<file path="src/rtl/rf_wb_arbiter_pkg.sv">
// Shared definitions for the register-file writeback arbiter:
// register address and data widths, the hard-wired zero register,
// and the grant encoding passed from the priority arbiter to the top.
package rf_wb_arbiter_pkg;

    localparam int AW   = 5;
    localparam int DW   = 32;
    localparam int NREG = 1 << AW;

    localparam logic [AW-1:0] ZERO_REG = '0;

    typedef enum logic [1:0] {
        GRANT_NONE = 2'd0,
        GRANT_A    = 2'd1,
        GRANT_B    = 2'd2
    } grant_e;

endpackage

</file>
<file path="src/rtl/wb_prio_arb.sv">
// Two-requester writeback priority arbiter. A (single-cycle ALU) normally
// wins. B (multi-cycle unit) wins when A is idle, or when B has been stalled
// for STARVE_MAX cycles. The grant is combinational from the valids and the
// starvation counter. No grant is given while rst is high.
module wb_prio_arb
    import rf_wb_arbiter_pkg::*;
#(
    parameter int STARVE_MAX = 3
) (
    input  logic   clk,
    input  logic   rst,
    input  logic   a_valid,
    input  logic   b_valid,
    output grant_e grant
);

    localparam int CW = (STARVE_MAX < 1) ? 1 : $clog2(STARVE_MAX + 1);
    localparam logic [CW-1:0] C_MAX = CW'(STARVE_MAX);

    logic [CW-1:0] r_starve_cnt;
    logic          w_b_forced;
    logic          w_b_win;

    assign w_b_forced = b_valid && (r_starve_cnt == C_MAX);
    assign w_b_win    = b_valid && (!a_valid || w_b_forced);

    // Select the winner for this cycle. B wins only when A is idle or B is starved.
    always_comb begin
        grant = GRANT_NONE;
        if (!rst) begin
            if (w_b_win) begin
                grant = GRANT_B;
            end else if (a_valid) begin
                grant = GRANT_A;
            end
        end
    end

    // Count the cycles B has been stalled. Saturate at STARVE_MAX. Clear when B transfers or goes idle.
    always_ff @(posedge clk) begin
        if (rst) begin
            r_starve_cnt <= '0;
        end else if (!b_valid || (grant == GRANT_B)) begin
            r_starve_cnt <= '0;
        end else if (r_starve_cnt != C_MAX) begin
            r_starve_cnt <= r_starve_cnt + 1'b1;
        end
    end

endmodule

</file>
<file path="src/rtl/rf_wb_arbiter.sv">
// Register-file writeback arbiter with a destination scoreboard.
// Two writeback sources share one RF write port. Issue reserves destination
// registers, and those registers stay pending until their writeback transfers.
// Reads of pending registers raise hazard.
// Optional feature macro: RF_WB_BYPASS_EN. When it is defined, the value
// being written this cycle is forwarded to rd1/rd2 on an address match, and
// that read does not raise a hazard.
module rf_wb_arbiter
    import rf_wb_arbiter_pkg::*;
#(
    parameter int STARVE_MAX = 3
) (
    input  logic          clk,
    input  logic          rst,
    input  logic          rsv_valid,
    input  logic [AW-1:0] rsv_addr,
    input  logic          a_valid,
    input  logic [AW-1:0] a_addr,
    input  logic [DW-1:0] a_data,
    output logic          a_ready,
    input  logic          b_valid,
    input  logic [AW-1:0] b_addr,
    input  logic [DW-1:0] b_data,
    output logic          b_ready,
    output logic          rf_we,
    output logic [AW-1:0] rf_a3,
    output logic [DW-1:0] rf_wd3,
    input  logic [AW-1:0] rd_a1,
    input  logic [AW-1:0] rd_a2,
    input  logic [DW-1:0] rf_rd1,
    input  logic [DW-1:0] rf_rd2,
    output logic [DW-1:0] rd1,
    output logic [DW-1:0] rd2,
    output logic          hazard,
    output logic [NREG-1:0] pending
);

    grant_e          w_grant;
    logic            w_xfer;
    logic [AW-1:0]   w_addr;
    logic [DW-1:0]   w_data;
    logic            w_byp1;
    logic            w_byp2;
    logic            w_haz1;
    logic            w_haz2;
    logic [NREG-1:0] r_pending;

    wb_prio_arb #(
        .STARVE_MAX (STARVE_MAX)
    ) u_prio_arb (
        .clk     (clk),
        .rst     (rst),
        .a_valid (a_valid),
        .b_valid (b_valid),
        .grant   (w_grant)
    );

    assign a_ready = (w_grant == GRANT_A);
    assign b_ready = (w_grant == GRANT_B);
    assign w_xfer  = a_ready || b_ready;
    assign w_addr  = b_ready ? b_addr : a_addr;
    assign w_data  = b_ready ? b_data : a_data;

    // A transfer to the zero register is accepted but does not write the RF.
    assign rf_we  = w_xfer && (w_addr != ZERO_REG);
    assign rf_a3  = w_addr;
    assign rf_wd3 = w_data;

    // Each scoreboard bit is set by a reservation and cleared by a writeback.
    // The set has priority so a new owner is not lost. Bit 0 is always zero.
    generate
        for (genvar gi = 0; gi < NREG; gi++) begin : g_pend
            if (gi == 0) begin : g_zero
                // The zero register can never be pending.
                always_ff @(posedge clk) begin
                    r_pending[gi] <= 1'b0;
                end
            end else begin : g_bit
                logic w_set;
                logic w_clr;
                assign w_set = rsv_valid && (rsv_addr == AW'(gi));
                assign w_clr = w_xfer && (w_addr == AW'(gi));
                // Update one scoreboard bit. The reservation has priority over the clear.
                always_ff @(posedge clk) begin
                    if (rst) begin
                        r_pending[gi] <= 1'b0;
                    end else if (w_set) begin
                        r_pending[gi] <= 1'b1;
                    end else if (w_clr) begin
                        r_pending[gi] <= 1'b0;
                    end
                end
            end
        end
    endgenerate

    assign pending = r_pending;

`ifdef RF_WB_BYPASS_EN
    assign w_byp1 = rf_we && (rd_a1 == rf_a3);
    assign w_byp2 = rf_we && (rd_a2 == rf_a3);
`else
    assign w_byp1 = 1'b0;
    assign w_byp2 = 1'b0;
`endif

    assign w_haz1 = (rd_a1 != ZERO_REG) && r_pending[rd_a1] && !w_byp1;
    assign w_haz2 = (rd_a2 != ZERO_REG) && r_pending[rd_a2] && !w_byp2;
    assign hazard = !rst && (w_haz1 || w_haz2);

    assign rd1 = w_byp1 ? rf_wd3 : rf_rd1;
    assign rd2 = w_byp2 ? rf_wd3 : rf_rd2;

endmodule
</file>
<file path="config.mk">
export PLATFORM = sky130hd
export DESIGN_NAME = rf_wb_arbiter
export DESIGN_NICKNAME = d
export VERILOG_FILES = /design/src/rtl/rf_wb_arbiter_pkg.sv /design/src/rtl/wb_prio_arb.sv /design/src/rtl/rf_wb_arbiter.sv
export SDC_FILE = /design/constraint.sdc
export NUM_CORES = 1
export LEC_CHECK = 0
export BUFFER_PORTS_ARGS = -buffer_cell sky130_fd_sc_hd__buf_2
export CORE_AREA = 2 2 113 115
export DETAILED_ROUTE_END_ITERATION = 10
export DIE_AREA = 0 0 115 117
export GPL_ROUTABILITY_DRIVEN = 0
export GPL_TIMING_DRIVEN = 0
export SETUP_SLACK_MARGIN = 0.02
export SYNTH_ARGS = -nofsm -noshare
export SYNTH_HDL_FRONTEND = slang
export SYNTH_SLANG_ARGS = --single-unit
</file>
<file path="constraint.sdc">
create_clock -name clk -period 2.8 [get_ports clk]
set_input_delay 0.28 -clock clk [delete_from_list [all_inputs] [get_ports clk]]
set_output_delay 0.28 -clock clk [all_outputs]
set_load 0.05 [all_outputs]
</file>
==> results, run 1 <==
- The run finished with clean final reports.
- At the pin with the least slew margin, the transition time is 512 ps.
- After routing, the total negative slack on setup checks comes to 0 ps.
- After the last flow step, the layout net total stands at 736.
- The placed wire-length estimate after detailed placement is 10.5 mm.
- Entering global routing, the biggest net connects 12 pins.
- The final wirelength is 12.5 mm.
- In the synthesized netlist, the number of instances is 347.
- The source-to-sink clock delay at the later pin of the worst-skew pair is 280 ps.
- Counting along the longest clock path gives a buffer depth of 2.
- The kind of end point of the critical path is an output pin.
- The critical path's largest stage delay is 380 ps.
- Fill cells in the final layout number 1295.
- The overall overflow remaining after global route is 0.
- The tree is rooted in a sky130_fd_sc_hd__clkbuf_16.
- The number of antenna diodes in the final layout is 0.
- The overall fraction of global-route tracks in use is 16.9%.
- The power per standard cell area is 403 nW/um2.
- The post-placement cell count is 715.
- The mapped netlist covers 2940 um2.
- The number of buffers inserted during clock tree synthesis is 5.
- The number of remaining DRC errors is 0.
- The number of setup violations in the final report is 0.
- For this design, the slowest cell found on the critical path is sky130_fd_sc_hd__dfxtp_1.
- The worst setup path is launched from a register.
- The slack of the critical path is 130 ps.
- Yosys mapped the design onto 32 distinct sky130hd cell types.
- The count of buffers added on input and output ports is 218.
- The timing-limited maximum frequency is 375 MHz.
- Sorting the synthesized cells by area gives the leading types as sky130_fd_sc_hd__dfxtp_1 22%, sky130_fd_sc_hd__buf_4 17%, sky130_fd_sc_hd__mux2_2 13%, sky130_fd_sc_hd__mux4_1 6.3%, sky130_fd_sc_hd__a21oi_1 6.1%.
- The number of global-route vias before repair is 3128.
- The maximum vdd ir drop is 0.186 mV.
- The synthesized design contains 33 register bits.
- The register area share after synthesis is 22.5%.
- The initial utilization of the core area, before any placement, comes to 23.9%.
- The count of antenna-violating nets left after detailed routing is 0.
- Max-cap violations in this run came to 0.
- In this run the tightest slew margin relative to its limit is 65.6%.
- In this run the core area contains 41 standard-cell rows.
- The number of hold buffers added after cts is 0.
- The most frequent standard cell in the layout excluding fill and tap cells is sky130_fd_sc_hd__buf_2.
- In this design, the largest share of critical-path delay is due to buffers and inverters.
- The clock tree synthesis step divided the H-tree into 2 levels.
- The arrival time at the worst endpoint is 2390 ps.
- Before CTS, the worst setup slack after placement is -40.5 ps.
- The final cell count without fillers is 726.
- The clock-pin slew of the registers on the worst-case setup and hold paths is 60 ps.
- The cell repeated most along the worst path is sky130_fd_sc_hd__ha_4.
- Hold is met by 345 ps.
- The initial antenna violation count was 0.
- The area of the die is 13500 um2.
- STA puts the critical path data required time at 2520 ps.
- The layout cell share with drive strength beyond 1 is 62.7%.
- The synthesized net count is 508.
- Traced cell by cell, the critical path runs through ha_4 > nand2b_1 > nand3b_1 > inv_1 > ha_4 > buf_12 > mux2i_4 > inv_2 > nor2_4 > a31oi_4 > buf_4.
- The wire length of the first global-routing pass is 17.2 mm.
- For this design the top-level I/O count stands at 295.
- In the final layout, flip-flops and latches occupy 662 um2.
- The die is 115 um wide.
- From synthesis to final layout, the design area changed by 53.8%.
- The synthesized design contains 0 enable-type register cells.
- The CTS tree is built.
- The count of final hold-check violations is 0.
- During synthesis, Yosys emitted a total of 0 warnings.
- The class of the worst hold path is in -> reg.
- For this design, the sink count on the clock tree is 33.
- Among all flip-flop cells after synthesis, the most frequent one is sky130_fd_sc_hd__dfxtp_1.
- The worst path buffer plus inverter count is 4.
- The classification of the worst setup path is reg -> out.
- The iteration count of the initial detailed-routing pass is 5.
- The minimum clock period after layout is 2670 ps.
- Across the routed clock network, the largest skew measured is 4.02 ps.
- The violation count after the first detailed-routing iteration is 177.
- The static power due to leakage is 2.23 nW.
- In the layout the commonest cells are 224 x sky130_fd_sc_hd__buf_2, 70 x sky130_fd_sc_hd__buf_4, 41 x sky130_fd_sc_hd__nand2_1.
- The die boundary height is 117 um.
- The number of slew-limit violations in the final report is 0.
- The synthesized area per cell is 8.46 um2.
- The async set-or-reset flop fraction in the synthesized netlist is 0%.
- The cell taking the most area after synthesis is sky130_fd_sc_hd__dfxtp_1.
- Using the TritonRoute via totals, the vias-per-cell ratio works out to 4.74.
- Dividing the detail-routed wire length by the instance count gives 17.2 um.
- Along the worst path, the maximum fanout reaches 10.
- Setup repair after global routing left no endpoint under its margin.
- The synthesized design devotes to its leading area cell type 22.5% of total area.
- In the final layout, the multi-input gates occupy 1780 um2.
- The via count of the routed design is 3442.
- In this run the standard cell core region covers 12300 um2.
- After layout, the worst path uses 95.3% of the clock period.
==> flip-flops by register name, indices dropped and copies added, names as in the netlist <==
| register | cells |
|---|---|
| u_prio_arb.r_starve_cnt | 2 |
| pending | 31 |
==> where the power goes <==
part	switching, mW	total, mW	internal [mW]
logic	0.539	0.791	0.252
registers	0.00805	0.485	0.477
clock network	0.219	0.545	0.326
total	0.766	1.82	1.06
==> synth_stat cells (2+ instances only) <==
cell and instances:
sky130_fd_sc_hd__mux4_2 7, sky130_fd_sc_hd__nor3_1 2, sky130_fd_sc_hd__o21ai_0 29, sky130_fd_sc_hd__nor3b_1 2, sky130_fd_sc_hd__buf_2 7, sky130_fd_sc_hd__a31oi_1 2, sky130_fd_sc_hd__dfxtp_1 33, sky130_fd_sc_hd__mux2_2 33
sky130_fd_sc_hd__inv_1 5, sky130_fd_sc_hd__nor2_1 11, sky130_fd_sc_hd__clkbuf_1 8, sky130_fd_sc_hd__mux4_1 7, sky130_fd_sc_hd__ha_1 3, sky130_fd_sc_hd__inv_2 3, sky130_fd_sc_hd__nand3_1 14, sky130_fd_sc_hd__a21oi_1 36
sky130_fd_sc_hd__nand3b_1 2, sky130_fd_sc_hd__nor2b_1 5, sky130_fd_sc_hd__nand2b_1 3, sky130_fd_sc_hd__and3_1 2, sky130_fd_sc_hd__nand2_1 41, sky130_fd_sc_hd__buf_4 66, sky130_fd_sc_hd__buf_6 2, sky130_fd_sc_hd__mux2i_1 14
sky130_fd_sc_hd__o21ai_1 3
==> through the flow <==
step / power [mW] / instance area [um2] / util, %
after floorplan: 1.06 / 2950 / -
after global placement: 1.26 / 4230 / 34.4
after detailed placement: 1.26 / 4230 / 34.4
after CTS: 1.82 / 4450 / 36.1
after global routing: 1.89 / 4520 / 36.7
final: 1.82 / 4520 / 36.7
==> tightest hold or removal path, stage by stage <==
cell                      delay [ps]
sky130_fd_sc_hd__buf_2           160
sky130_fd_sc_hd__nand3_1          80
sky130_fd_sc_hd__a21oi_1          50
==> final cells by class <==
class | instances | share of cell area, %
Multi-Input combinational cell | 223 | 39.5
Inverter | 8 | 0.720
Buffer | 83 | 13.1
Clock buffer | 5 | 2.77
Tap cell | 150 | 4.16
Sequential cell | 33 | 14.7
Clock inverter | 3 | 0.388
Timing Repair Buffer | 221 | 24.7
==> worst paths after layout <==
path                                                  from           to  slack (ps)  cells after the start
worst max-delay path            u_prio_arb.r_starve_cnt[0]        rf_we         130                     11
worst min-delay path                           rsv_addr[3]  pending[31]         350                      3
worst max register to register  u_prio_arb.r_starve_cnt[0]  pending[14]         380                     11
worst min register to register                  pending[9]   pending[9]         510                      2
==> what timing repair did <==
action / in CTS / in global routing
resized for setup: 16 / 8
pin swaps: 0 / 2
setup endpoints to repair: 8 / 44
buffers inserted: 0 / 3
==> metal layers <==
metal / global-route usage, % / vias to the layer above / share of wire (%)
li1: - / 1613 / -
met1: 19.0 / 1614 / 37
met2: 33.5 / 205 / 55
met3: 2.73 / 10 / 7.5
met4: 3.05 / 0 / 0.69
met5: 0 / - / 0
==> cells by family after synthesis <==
kind of cell / share of synthesized area, %
muxes: 29.1
DFF: 22.5
other: 0.128
and+or+nand+nor: 13.1
AOI/OAI and AO/OA: 12.7
buffers and inverters: 20.9
xor gates and xnor gates: 0.298
adders and majority gates: 1.28
(Power assumes the default switching activity.)
==> inputs of run 2 (changes only) <==
--- a/config.mk
+++ b/config.mk
@@ -5,12 +5,14 @@
 export SDC_FILE = /design/constraint.sdc
 export NUM_CORES = 1
 export LEC_CHECK = 0
+export ABC_CLOCK_PERIOD_IN_PS = 2800
 export BUFFER_PORTS_ARGS = -buffer_cell sky130_fd_sc_hd__buf_2
 export CORE_AREA = 2 2 113 115
 export DETAILED_ROUTE_END_ITERATION = 10
 export DIE_AREA = 0 0 115 117
 export GPL_ROUTABILITY_DRIVEN = 0
 export GPL_TIMING_DRIVEN = 0
+export PLACE_DENSITY = 0.58
 export SETUP_SLACK_MARGIN = 0.02
 export SYNTH_ARGS = -nofsm -noshare
 export SYNTH_HDL_FRONTEND = slang
==> run 2 against run 1 <==
- die area unchanged
- power increased by 0.65%
- clock power increased by 2%
- clock-buffer cell count increased by 1
- critical path depth unchanged
- critical endpoint unchanged
- largest cell class unchanged
==> results, run 2 (same netlist as run 1, synthesis figures left out) <==
- The run finished with clean final reports.
- The synthesis-to-finish area growth is 55.4%.
- The layout cell share with drive strength beyond 1 was 62.7% (about the same).
- The maximum number of pins on one net before global-route repair was 11 (-1).
- The worst path buffer plus inverter count came to 4 (unchanged).
- The final cycle utilization of the critical path was 93.2% (-2.2 points).
- The cell repeated most along the worst path is sky130_fd_sc_hd__ha_4.
- The minimum clock period after layout is 2610 ps (-60.3 ps).
- The average routed wire per standard cell was 16.5 um (-3.8%).
- The worst hold path belongs to the class in -> reg.
- The number of remaining DRC errors is 0 (unchanged).
- The violation count after the first detailed-routing iteration is 157 (-11%).
- The die boundary height is 117 um (unchanged).
- The maximum count of clock buffers along a single path is 2 (unchanged).
- The clock-pin slew of the registers on the worst-case setup and hold paths is 60 ps (about the same).
- The count of antenna-violating nets left after detailed routing was 0 (unchanged).
- The count of final hold-check violations is 0 (unchanged).
- The final wirelength is 12.1 mm (-3.1%).
- The largest fanout of any net on the critical path is 10 (unchanged).
- The placed wire-length estimate after detailed placement came to 10.4 mm (-1.4%).
- The library cells used most frequently in the layout, excluding fill and tap cells, are 222 x sky130_fd_sc_hd__buf_2, 76 x sky130_fd_sc_hd__buf_4, 41 x sky130_fd_sc_hd__nand2_1.
- The total number of H-tree levels is 2 (unchanged).
- The number of slew-limit violations in the final report is 0 (unchanged).
- The timing-limited maximum frequency is 383 MHz (+2.3%).
- The critical path is of the reg -> out type.
- The power per standard cell area came to 402 nW/um2 (-0.40%).
- The area of the die came to 13500 um2 (unchanged).
- The CTS sink count is 33 (unchanged).
- The via count of the routed design is 3406 (-1.0%).
- The diode insertion count for antenna repair is 0 (unchanged).
- The overall overflow remaining after global route came to 0 (unchanged).
- Broken down by cell family, the worst path's largest delay share belongs to buffers and inverters.
- The total placed instance area is 4230 um2 (unchanged).
- The cell area after layout is 4560 um2 (+1.1%).
- The floorplan row count is 41 (unchanged).
- The signal on the critical path passes through ha_4 > nand2b_1 > nand3b_1 > inv_1 > ha_4 > buf_12 > mux2i_4 > inv_2 > nor2_4 > a31oi_4 > buf_4.
- The critical path's largest stage delay came to 370 ps (about the same).
- The core box area was 12300 um2 (unchanged).
- The count of maximum capacitance violations is 0 (unchanged).
- The initial antenna violation count is 0 (unchanged).
- The number of buffers inserted during clock tree synthesis is 5 (unchanged).
- The arrival time at the worst endpoint is 2330 ps (-60 ps).
- The final-layout fill cell count was 1282 (-1.0%).
- The maximum clock skew at final layout came to 10.8 ps (+6.74 ps).
- The largest individual stage delay along the critical path comes from the cell sky130_fd_sc_hd__dfxtp_1.
- The width of the chip came to 115 um (unchanged).
- The number of global-route vias before repair is 3115 (-0.42%).
- Setup repair after global routing left no endpoint under its margin.
- The required time at the worst-slack endpoint was 2520 ps (about the same).
- The source-to-sink clock delay at the later pin of the worst-skew pair was 280 ps (about the same).
- The wire length of the first global-routing pass is 16.7 mm (-2.9%).
- The iteration count of the initial detailed-routing pass is 4 (-1).
- The number of top-level design ports is 295 (unchanged).
- The static power due to leakage is 2.26 nW (+1.2%).
- The end-of-flow core utilization is 37.1% (+0.39 points).
- The worst setup path is captured at an output pin.
- The most frequent standard cell in the layout excluding fill and tap cells is sky130_fd_sc_hd__buf_2.
- The initial core utilization is 23.9% (unchanged).
- TritonCTS built the clock tree.
- The overall fraction of global-route tracks in use is 16.0% (-0.85 points).
- The element type at the critical path start is a register.
- The number of flip-flops under the largest register name is 31 (unchanged).
- The number of input and output port buffers inserted was 218 (unchanged).
- The number of nets in the layout is 742 (+0.82%).
- The number of setup violations in the final report is 0 (unchanged).
- In this run the clock root is driven by a sky130_fd_sc_hd__clkbuf_16.
- The via-per-instance ratio came to 4.66 (-1.7%).
- The maximum vdd ir drop was 0.205 mV (+10%).
## run 2: cell count changes in the layout (fill, tap and decap cells not counted), sizes merged
| cell | previous run | this run |
|---|---|---|
| buf | 296 | 300 |
| clkbuf | 13 | 16 |
| clkinv | 2 | 0 |
## run 2: area by class of cell
cell class / count / area, um2 / share of cell area (%)
well taps: 150 / 188 / 4.11
multi-input cells: 223 / 1780 / 39.0
inverters: 8 / 30.0 / 0.658
clock buffers: 6 / 139 / 3.04
flip-flops and latches: 33 / 661 / 14.5
plain buffers: 83 / 597 / 13.1
repair buffers: 227 / 1160 / 25.4
clock inverters: 1 / 7.51 / 0.165
## run 2: layer usage
layer | global-route usage (%) | part of all wire, %
met3 | 2.73 | 7.4
met5 | 0 | 0
met4 | 2.89 | 1.0
met2 | 31.8 | 56
met1 | 18.0 | 36
## run 2: final timing paths
path	from	to	slack [ps]	depth (start not counted)
setup / recovery	u_prio_arb.r_starve_cnt[1]	rf_we	190	11
hold / removal	rsv_addr[0]	pending[15]	340	3
setup reg to reg	u_prio_arb.r_starve_cnt[1]	pending[14]	310	11
hold reg to reg	pending[6]	pending[6]	520	2
## run 2: through the flow
stage          total power [mW]  setup slack, ps  instances  TNS [ps]  hold WS [ps]
2_1_floorplan              1.06             60.4        347         0           468
3_3_place_gp               1.26             56.0        715         0           480
3_5_place_dp               1.26            -38.1        715     -38.5           506
4_1_cts                    1.83             43.4        722         0           338
5_1_grt                    1.90             29.9        731         0           347
6_report                   1.83              191        731         0           343
## run 2: repair_timing
| item | CTS | global route |
|---|---|---|
| gates resized for setup | 16 | 7 |
| endpoints found under the setup margin | 12 | 45 |
| hold buffers | 0 | 0 |
| pin swaps | 0 | 1 |
| buffers inserted | 0 | 9 |
## run 2: worst register-to-register path: cells and delay by family (launching register included)
family,cells,cell delay (ps)
mux,1,330
compound gates,2,340
simple gates,4,740
buf+inv,2,240
fa+ha+maj,2,360
flops,1,370
## run 2: power by group
group / switching (mW) / internal (mW)
Sequential: 0.00799 / 0.477
Combinational: 0.535 / 0.259
Clock: 0.205 / 0.349
Total: 0.749 / 1.08
==> inputs of run 3 (changes only) <==
--- a/config.mk
+++ b/config.mk
@@ -7,13 +7,16 @@
 export LEC_CHECK = 0
 export ABC_CLOCK_PERIOD_IN_PS = 2800
 export BUFFER_PORTS_ARGS = -buffer_cell sky130_fd_sc_hd__buf_2
-export CORE_AREA = 2 2 113 115
+export CELL_PAD_IN_SITES_DETAIL_PLACEMENT = 1
+export CELL_PAD_IN_SITES_GLOBAL_PLACEMENT = 1
+export CORE_AREA = 2 2 114 116
 export DETAILED_ROUTE_END_ITERATION = 10
-export DIE_AREA = 0 0 115 117
+export DIE_AREA = 0 0 116 118
 export GPL_ROUTABILITY_DRIVEN = 0
 export GPL_TIMING_DRIVEN = 0
-export PLACE_DENSITY = 0.58
+export PLACE_DENSITY = 0.82
 export SETUP_SLACK_MARGIN = 0.02
+export SLEW_MARGIN = 20
 export SYNTH_ARGS = -nofsm -noshare
 export SYNTH_HDL_FRONTEND = slang
 export SYNTH_SLANG_ARGS = --single-unit
==> run 3 against run 2 <==
- die area up 1.7%
- clock power down 2%
- hold slack worse by 2.5 ps
- combinational power about the same
- wire length up 18%
- clock-buffer cell count down 1
- non-clock buffer count down 5
- largest cell class unchanged
- highest routed layer unchanged
==> results, run 3 (same netlist as run 1, synthesis figures left out) <==
- The element type at the critical path start is a register.
- The via-per-instance ratio is 4.64 (-0.46%).
- The number of buffers inserted during clock tree synthesis is 5 (unchanged).
- The area of the die was 13700 um2 (+1.7%).
- Setup repair after global routing left no endpoint under its margin.
- The tree is rooted in a sky130_fd_sc_hd__clkbuf_16.
- The number of setup violations in the final report is 0 (unchanged).
- The total placed instance area is 4260 um2 (+0.65%).
- TritonCTS built the clock tree.
- The count of cells along the worst hold path was 3 (unchanged).
- The width of the chip is 116 um (+0.87%).
- The number of input and output port buffers inserted is 218 (unchanged).
- The number of global-route vias before repair came to 3573 (+15%).
- The post-placement cell count is 737 (+3.1%).
- The count of maximum capacitance violations is 0 (unchanged).
- The core box area was 12400 um2 (+0.83%).
- The number of nets in the layout is 737 (-0.67%).
- The arrival time at the worst endpoint is 2400 ps (+70 ps).
- The CTS sink count came to 33 (unchanged).
- The overall overflow remaining after global route is 0 (unchanged).
- The final wirelength came to 14.3 mm (+18%).
- The overall fraction of global-route tracks in use is 19.5% (+3.5 points).
- The static power due to leakage came to 2.23 nW (-1.1%).
- The number of slew-limit violations in the final report came to 0 (unchanged).
- STA classifies the critical path endpoint as an output pin.
- The initial antenna violation count came to 2 (+2).
- The maximum number of pins on one net before global-route repair is 12 (+1).
- The clock-pin slew of the registers on the worst-case setup and hold paths is 50 ps (about the same).
- The source of the critical timing path is u_prio_arb.r_starve_cnt[0].
- The average routed wire per standard cell came to 19.0 um (+15%).
- The flow ran to the end, and the final reports show no timing, DRC or antenna violations.
- The required time at the worst-slack endpoint is 2520 ps (about the same).
- The largest fanout of any net on the critical path is 10 (unchanged).
- The maximum count of clock buffers along a single path is 2 (unchanged).
- Relative to the synthesized area, the layout overhead comes to 54.5%.
- For this design, the slowest cell found on the critical path is sky130_fd_sc_hd__dfxtp_1.
- The total number of H-tree levels is 2 (unchanged).
- In this run the tightest slew margin relative to its limit is 64.9%.
- The number of top-level design ports is 295 (unchanged).
- At the pin with the least slew margin, the transition time is 526 ps.
- The violation count after the first detailed-routing iteration is 224 (+43%).
- The critical path goes through ha_4 > nand2b_1 > nand3b_1 > inv_1 > ha_2 > buf_12 > clkbuf_4 > mux2_2 > buf_2.
- The number of hold buffers added after cts is 0 (unchanged).
- The critical path's largest stage delay is 390 ps (+20 ps).
- The maximum clock skew at final layout came to 6.48 ps (-4.28 ps).
- The final cycle utilization of the critical path is 95.7% (+2.5 points).
- The initial core utilization was 23.7% (-0.20 points).
- The count of final hold-check violations is 0 (unchanged).
- The depth of the most critical reg-to-reg path was 11 (unchanged).
- The register-to-register setup slack was 260 ps (-50 ps).
- The final cell count without fillers is 751 (+2.7%).
- The iteration count of the initial detailed-routing pass was 4 (unchanged).
- The layout cell share with drive strength beyond 1 came to 62.6% (-0.086 points).
- The maximum vdd ir drop is 0.286 mV (+39%).
- The top cell types in the final layout, fill and taps aside, are 222 x sky130_fd_sc_hd__buf_2, 72 x sky130_fd_sc_hd__buf_4, 41 x sky130_fd_sc_hd__nand2_1.
- In this run the critical register-to-register path is launched from u_prio_arb.r_starve_cnt[0].
- The placed wire-length estimate after detailed placement was 12.3 mm (+18%).
- The wire length of the first global-routing pass is 20.5 mm (+23%).
- The cell area after layout is 4540 um2 (-0.55%).
- Leaving out fill and tap cells, the most frequent cell in the layout is sky130_fd_sc_hd__buf_2.
- The minimum clock period after layout is 2680 ps (+68.8 ps).
- The timing-limited maximum frequency was 373 MHz (-2.6%).
- The classification of the worst setup path is reg -> out.
- The count of antenna-violating nets left after detailed routing is 0 (unchanged).
- The number of flip-flops under the largest register name is 31 (unchanged).
- The die boundary height was 118 um (+0.85%).
- The class of the worst hold path is in -> reg.
- The via count of the routed design is 3483 (+2.3%).
- The power per standard cell area was 402 nW/um2 (about the same).
- The source-to-sink clock delay at the later pin of the worst-skew pair was 280 ps (about the same).
- The hold path endpoint is pending[7].
- The floorplan row count is 41 (unchanged).
- The number of remaining DRC errors is 0 (unchanged).
- The critical register-to-register path endpoint is pending[4].
- The worst hold path startpoint is rsv_addr[0].
run 3: worst max-delay path, delay by kind of cell (launching register included):
kind | cells | cell delay (ps)
buf+inv | 4 | 700
fa+ha+maj | 2 | 410
flops | 1 | 390
mux | 1 | 390
simple gates | 2 | 210
run 3: power by group:
part           total [mW]  switching, mW  leakage, nW  internal (mW)
Combinational       0.797          0.545         1.90          0.252
Clock               0.542          0.216       0.0696          0.326
Sequential          0.485        0.00829        0.267          0.477
Total                1.82          0.769         2.23           1.06
run 3: timing repair:
| item | 4_1_cts | 5_1_grt |
|---|---|---|
| endpoints found under the setup margin | 2 | 46 |
| buffers inserted | 1 | 3 |
| pin swaps | 0 | 0 |
| gates resized for setup | 16 | 7 |
run 3: how the worst max path moves through the flow:
| stage | endpoint | cells past startpoint |
|---|---|---|
| floorplan | rf_we | 10 |
| global placement | rf_we | 9 |
| detailed placement | rf_we | 9 |
| CTS | rf_wd3[23] | 9 |
| global route | rf_wd3[7] | 9 |
| finish | rf_wd3[7] | 9 |
run 3: layout make-up:
| type | count | area (um2) |
|---|---|---|
| clock inverters | 3 | 17.5 |
| clock buffers | 5 | 125 |
| fillers | 1575 | 7880 |
| multi-input cells | 223 | 1760 |
| inverters | 8 | 30.0 |
| diodes | 2 | 5.00 |
| plain buffers | 83 | 597 |
| repair buffers | 222 | 1120 |
| flip-flops and latches | 33 | 661 |
| well taps | 172 | 215 |
run 3: per-layer routing:
metal  wire, um  share of wire [%]  GRT usage, %  up-vias
met5          0                  0             0        -
met4        436                3.1          6.99        0
met3       1190                8.4          4.38       30
met2       7730                 54          37.3      200
met1       4900                 34          20.2     1638
li1           -                  -             -     1615
run 3: stage by stage:
stage          setup TNS, ps  hold slack (ps)  setup WS, ps  utilization, %  power [mW]
5_1_grt                    0              359          22.8            36.6        1.89
3_5_place_dp           -4.62              515         -4.62            34.3        1.27
6_report                   0              340           122            36.6        1.82
2_1_floorplan              0              468          60.4               -        1.06
3_3_place_gp           -2.57              484         -2.57            34.3        1.26
4_1_cts                    0              333          20.6            36.1        1.82
